## src/rtl/data_mem_if_if.sv

```systemverilog
// Memory-side bus between data_mem_if (master) and the data memory (slave).
interface data_mem_if_if;
  logic        mem_req;
  logic        mem_we;
  logic [31:0] mem_addr;
  logic [31:0] mem_wdata;
  logic [3:0]  mem_byte_en;
  logic [31:0] mem_rdata;
  logic        mem_ack;

  modport master (
    output mem_req, mem_we, mem_addr, mem_wdata, mem_byte_en,
    input  mem_rdata, mem_ack
  );

  modport slave (
    input  mem_req, mem_we, mem_addr, mem_wdata, mem_byte_en,
    output mem_rdata, mem_ack
  );
endinterface

```

## src/rtl/data_mem_if.sv

```systemverilog
// Load/store unit front end: formats byte/half/word accesses onto a word-wide memory bus.
// Optional build macro MISALIGN_TRAP_EN: trap misaligned half/word requests instead of truncating.
module data_mem_if (
  input  logic        clk,
  input  logic        rst,
  input  logic        require_mem_access,
  input  logic        write_to_data_mem,
  input  logic [1:0]  access_size,
  input  logic        load_unsigned,
  input  logic [31:0] addr,
  input  logic [31:0] store_data,
  output logic        data_mem_access_ready_n,
  output logic [31:0] load_data,
  output logic        done,
  output logic        misaligned,
  data_mem_if_if.master mem
);

  localparam logic [1:0] SIZE_WORD    = 2'b00;
  localparam logic [1:0] SIZE_HALF    = 2'b01;
  localparam logic [1:0] SIZE_BYTE    = 2'b10;
  localparam logic [1:0] SIZE_INVALID = 2'b11;

  typedef enum logic [1:0] {IDLE, ACCESS, DONE} state_t;

  state_t      state_reg, state_next;
  logic [31:0] addr_reg, wdata_reg, load_data_reg;
  logic [3:0]  byte_en_reg;
  logic [1:0]  off_reg, size_reg;
  logic        we_reg, uns_reg;

  logic [1:0]  lo_bits;
  logic [3:0]  byte_en_calc;
  logic [31:0] wdata_calc, rd_shift, rd_fmt;
  logic        trap, accept;

`ifdef MISALIGN_TRAP_EN
  logic misaligned_reg;
  assign trap = ((access_size == SIZE_HALF) && addr[0]) ||
                ((access_size == SIZE_WORD) && (addr[1:0] != 2'b00));
  assign misaligned = misaligned_reg;

  always_ff @(posedge clk) begin
    if (rst) begin
      misaligned_reg <= 1'b0;
    end else begin
      misaligned_reg <= (state_reg == IDLE) && require_mem_access &&
                        (access_size != SIZE_INVALID) && trap;
    end
  end
`else
  assign trap       = 1'b0;
  assign misaligned = 1'b0;
`endif

  assign accept = require_mem_access && (access_size != SIZE_INVALID) && !trap;

  // Offending low address bits are dropped so lane selection stays naturally aligned.
  always_comb begin
    lo_bits      = addr[1:0];
    byte_en_calc = 4'b1111;
    wdata_calc   = store_data;
    case (access_size)
      SIZE_BYTE: begin
        byte_en_calc = 4'b0001 << addr[1:0];
        wdata_calc   = {4{store_data[7:0]}};
      end
      SIZE_HALF: begin
        lo_bits      = {addr[1], 1'b0};
        byte_en_calc = addr[1] ? 4'b1100 : 4'b0011;
        wdata_calc   = {2{store_data[15:0]}};
      end
      default: begin
        lo_bits      = 2'b00;
        byte_en_calc = 4'b1111;
        wdata_calc   = store_data;
      end
    endcase
  end

  always_comb begin
    rd_shift = mem.mem_rdata >> {off_reg, 3'b000};
    rd_fmt   = mem.mem_rdata;
    case (size_reg)
      SIZE_BYTE: rd_fmt = uns_reg ? {24'b0, rd_shift[7:0]}
                                  : {{24{rd_shift[7]}}, rd_shift[7:0]};
      SIZE_HALF: rd_fmt = uns_reg ? {16'b0, rd_shift[15:0]}
                                  : {{16{rd_shift[15]}}, rd_shift[15:0]};
      default:   rd_fmt = mem.mem_rdata;
    endcase
  end

  always_ff @(posedge clk) begin
    if (rst) begin
      state_reg <= IDLE;
    end else begin
      state_reg <= state_next;
    end
  end

  always_comb begin
    state_next              = state_reg;
    mem.mem_req             = 1'b0;
    mem.mem_we              = 1'b0;
    done                    = 1'b0;
    data_mem_access_ready_n = 1'b1;
    case (state_reg)
      IDLE: begin
        data_mem_access_ready_n = 1'b0;
        if (accept) state_next = ACCESS;
      end
      ACCESS: begin
        mem.mem_req = 1'b1;
        mem.mem_we  = we_reg;
        if (mem.mem_ack) state_next = DONE;
      end
      DONE: begin
        done       = 1'b1;
        state_next = IDLE;
      end
      default: state_next = IDLE;
    endcase
  end

  always_ff @(posedge clk) begin
    if (rst) begin
      addr_reg      <= 32'h0;
      wdata_reg     <= 32'h0;
      byte_en_reg   <= 4'b0000;
      off_reg       <= 2'b00;
      size_reg      <= SIZE_WORD;
      we_reg        <= 1'b0;
      uns_reg       <= 1'b0;
      load_data_reg <= 32'h0;
    end else begin
      if ((state_reg == IDLE) && accept) begin
        addr_reg    <= {addr[31:2], 2'b00};
        wdata_reg   <= wdata_calc;
        byte_en_reg <= write_to_data_mem ? byte_en_calc : 4'b0000;
        off_reg     <= lo_bits;
        size_reg    <= access_size;
        we_reg      <= write_to_data_mem;
        uns_reg     <= load_unsigned;
      end
      if ((state_reg == ACCESS) && mem.mem_ack && !we_reg) begin
        load_data_reg <= rd_fmt;
      end
    end
  end

  assign mem.mem_addr    = addr_reg;
  assign mem.mem_wdata   = wdata_reg;
  assign mem.mem_byte_en = byte_en_reg;
  assign load_data       = load_data_reg;

endmodule

```

## src/flat_wrapper.sv

```systemverilog
// flat-port wrapper written by rule: the top's interface ports become plain ports
module data_mem_if_flat 
  (clk, rst, require_mem_access, write_to_data_mem, access_size, load_unsigned, addr, store_data, data_mem_access_ready_n, load_data, done, misaligned, mem_mem_req, mem_mem_we, mem_mem_addr, mem_mem_wdata, mem_mem_byte_en, mem_mem_rdata, mem_mem_ack);
  data_mem_if_if mem_i ();
  input  logic clk;
  input  logic rst;
  input  logic require_mem_access;
  input  logic write_to_data_mem;
  input  logic [1:0] access_size;
  input  logic load_unsigned;
  input  logic [31:0] addr;
  input  logic [31:0] store_data;
  output logic data_mem_access_ready_n;
  output logic [31:0] load_data;
  output logic done;
  output logic misaligned;
  output wire logic [$bits(mem_i.mem_req)-1:0] mem_mem_req;
  output wire logic [$bits(mem_i.mem_we)-1:0] mem_mem_we;
  output wire logic [$bits(mem_i.mem_addr)-1:0] mem_mem_addr;
  output wire logic [$bits(mem_i.mem_wdata)-1:0] mem_mem_wdata;
  output wire logic [$bits(mem_i.mem_byte_en)-1:0] mem_mem_byte_en;
  input wire logic [$bits(mem_i.mem_rdata)-1:0] mem_mem_rdata;
  input wire logic [$bits(mem_i.mem_ack)-1:0] mem_mem_ack;
  assign mem_mem_req = mem_i.mem_req;
  assign mem_mem_we = mem_i.mem_we;
  assign mem_mem_addr = mem_i.mem_addr;
  assign mem_mem_wdata = mem_i.mem_wdata;
  assign mem_mem_byte_en = mem_i.mem_byte_en;
  assign mem_i.mem_rdata = mem_mem_rdata;
  assign mem_i.mem_ack = mem_mem_ack;
  data_mem_if u_core (.clk(clk), .rst(rst), .require_mem_access(require_mem_access), .write_to_data_mem(write_to_data_mem), .access_size(access_size), .load_unsigned(load_unsigned), .addr(addr), .store_data(store_data), .data_mem_access_ready_n(data_mem_access_ready_n), .load_data(load_data), .done(done), .misaligned(misaligned), .mem(mem_i));
endmodule
```

## config.mk

```make
export PLATFORM = sky130hd
export DESIGN_NAME = data_mem_if_flat
export DESIGN_NICKNAME = d
export VERILOG_FILES = /design/src/rtl/data_mem_if_if.sv /design/src/rtl/data_mem_if.sv /design/src/flat_wrapper.sv
export SDC_FILE = /design/constraint.sdc
export NUM_CORES = 1
export LEC_CHECK = 0
export BUFFER_PORTS_ARGS = -buffer_cell sky130_fd_sc_hd__buf_4
export CORE_UTILIZATION = 33
export DETAILED_ROUTE_END_ITERATION = 8
export PLACE_DENSITY = 0.63
export SLEW_MARGIN = 25
export SYNTH_ARGS = -nofsm -noshare
export SYNTH_HDL_FRONTEND = slang
export SYNTH_SLANG_ARGS = --single-unit
```

## constraint.sdc

```tcl
create_clock -name clk -period 1.6 [get_ports clk]
set_clock_uncertainty 0.05 [all_clocks]
set_input_delay 0 -clock clk [delete_from_list [all_inputs] [get_ports clk]]
set_output_delay 0 -clock clk [all_outputs]
set_load 0.01 [all_outputs]
```

==> out/results.tsv <==
stage	metric	value	unit
detailed_routing	num_vias	5688	
floorplan	die_w	126	um
worst_hold_path	hold_path_class	primary input to register	
critical_path	worstPathCellList	or2_1 > or3b_4 > buf_12 > a221oi_4 > nor3_2	
detailed_routing	routed_wl	18.2	mm
timing	slew_violations	0	
clocking	cts.sinks	106	
critical_path	start_kind	register	
detailed_routing	drtAntennaViolNets	0	
clocking	clockBufferDepth	2	
worst_hold_path	hold_depth	5	
yosys	yosys_warnings	0	
timing	hold_violations	0	
power_and_ir_drop	p_leak	3.64	nW
critical_path	crit_fanout	15	
clocking	clk_pin_slew	0.08	ns
floorplan	num_rows	44	
critical_path	slowest_stage	or3b_4	
yosys	syn_area	0.00504	mm2
detailed_routing	vias_per_cell	5.02	
run_status	outcome	finished, violations left	
worst_hold_path	holdCritStartpoint	mem_mem_rdata[14]	
clocking	cts-root-buf	clkbuf_16	
critical_path	cp.required	1.80	ns
grt	grt_pass1_wl	27.9	mm
floorplan	ios	209	
yosys	synth-edff-count	0	
placed_design	place.port_buffers	205	
timing	setup_viol	1	
power_and_ir_drop	p_total	7.08	mW
critical_path	crit_path_end_kind	register	
power_and_ir_drop	peakVddDrop	0.570	mV
clocking	clock_tree.htree_level_count	3	
timing	rsz0062_at_grt	yes	
yosys	synthArstFlopShare	0	%
grt	grt_pass1_vias	5444	
job	maxCapViolCount	0	
floorplan	fp.dieH	126	um
finish	mostFrequentLayoutCell	buf_4	
timing	fmax	622	MHz
critical_path	path_class	register to register	
grt	grtUsageTotal	22.2	%
critical_path	regToRegStartpoint	u_core.state_reg[1]	
finish	final_nets	1054	
finish	final_cell_count_no_fill	1133	
yosys	synth_cells	638	
grt	grt_max_degree	57	
run_status	violations	DRC, setup timing	
grt	grt_overflow	0	
yosys	synth_area_per_cell	7.90	um2
floorplan	dieArea	0.0158	mm2
yosys	synth_ff_type	dfxtp_1	
clocking	cts-buffers-inserted	9	
yosys	synth_cell_types	39	
critical_path	regToRegSetupSlack	-0.007	ns
finish	syn_to_final_growth	72.3	%
timing	fin_crit	1.61	ns
detailed_routing	dr.pass1.iters	8	
detailed_routing	dr.first_iter.drc_count	365	
finish	n_fill_cell	1242	
finish	drive_gt1_share	34.0	%
yosys	ys_ff_latch	106	
yosys	ys_seq_area_share	42.1	%
critical_path	cp.arrival	1.80	ns
finish	final_cell_mix	buf_4, nand2_1, dfxtp_1	
placed_design	gp_congestion	0.814	
placed_design	dp.cells	1010	
grt	antenna_found_initial	0	
power_and_ir_drop	p_per_area	815	mW/mm2
timing	setup_slack	-0.00712	ns
floorplan	core_area	0.0147	mm2
placed_design	dp_hpwl	11.5	mm
clocking	clock_latency	0.35	ns
clocking	cts_tree	built	
detailed_routing	drc_errors	12	
critical_path	slowest_delay	0.44	ns
timing	timing.final.crit_share	100	%
critical_path	r2r_cells	5	
critical_path	r2r_end	u_core.mem.mem_wdata[18]	
worst_hold_path	min_to	u_core.load_data[14]	
floorplan	start_util	34.3	%
finish	insertedDiodeCount	0	
detailed_routing	wl_per_cell	16.1	um
## layer usage
layer / GRT usage, % / vias up / part of all wire (%)
li1: - / 2804 / -
met4: 8.90 / 0 / 2.3
met2: 36.5 / 235 / 48
met3: 5.40 / 34 / 7.5
met5: 0 / - / 0
met1: 28.1 / 2615 / 42
## kinds of logic after synthesis
kind of cell	share of synthesized area [%]
AO/OA/AOI/OAI	19.2
adder cells (fa/ha/maj)	1.24
buffers and inverters	6.97
multiplexers	5.31
flip-flops	42.1
other	0.0744
AND/OR/NAND/NOR	25.1
## worst max-delay path: cells and delay by family (launching register included)
family	cells	cell delay, ns
compound gates	1	0.21
simple gates	3	0.76
flops	1	0.31
buf+inv	1	0.17
## power breakdown
| part | internal (mW) | switching (mW) |
|---|---|---|
| logic | 0.998 | 0.874 |
| clock network | 1.22 | 1.08 |
| registers | 2.81 | 0.101 |
| total | 5.03 | 2.05 |
## worst max-delay path by stage
stage / from / to / slack (ns)
6_report: u_core.state_reg[1] / u_core.mem.mem_wdata[18] / -0.007
3_5_place_dp: u_core.off_reg[1] / u_core.load_data[10] / -0.1
4_1_cts: u_core.size_reg[0] / u_core.load_data[8] / -0.007
2_1_floorplan: u_core.state_reg[1] / u_core.mem.mem_wdata[23] / 0.02
3_3_place_gp: u_core.off_reg[1] / u_core.load_data[5] / -0.08
5_1_grt: u_core.state_reg[1] / u_core.mem.mem_wdata[18] / -0.07
## per-stage QoR
step	instance area, um2	hold WS, ns	utilization (%)	setup WS (ns)	TNS (ns)
floorplan	5050	0.0638	-	0.0161	0
global placement	6960	0.197	47.4	-0.0804	-1.57
detailed placement	6960	0.206	47.4	-0.0984	-1.99
CTS	8230	0.0363	56.0	-0.00665	-0.00665
global route	8690	0.0784	59.1	-0.0735	-0.747
finish	8690	0.0454	59.1	-0.00712	-0.00712
## synthesized netlist by cell type (2+ instances only)
cell type,number,area [um2]
nor3_1,40,200
a221oi_2,8,120
nor2_1,38,143
a21oi_1,82,410
mux2i_1,11,110
buf_4,4,30.0
mux4_2,7,158
dfxtp_1,106,2120
nor2b_1,11,68.8
nand2_1,116,435
buf_2,14,70.1
buf_6,4,45.0
and2_1,18,113
inv_1,21,78.8
nand3_1,17,85.1
buf_1,3,11.3
a221oi_1,8,70.1
a22oi_1,8,60.1
clkbuf_1,31,116
nand3b_1,17,128
nand2b_1,2,12.5
ha_1,5,62.6
o21ai_0,51,255
## repair_timing
action,CTS,global route
setup buffers,0,9
hold endpoints to repair,95,0
pin swaps,0,11
setup endpoints to repair,59,78
hold buffers,93,0
gates cloned,0,7
gates resized for setup,13,59
## final cells by class
cell class,count,area [um2],share of cell area [%]
clock inverter,5,65.1,0.749
sequential,106,2130,24.6
clock buffer,10,229,2.64
multi-input combinational,457,2780,32.0
inverter,21,78.8,0.907
tap,184,230,2.65
timing repair buffer,350,3170,36.5
Power figures use the tool's default switching activity.
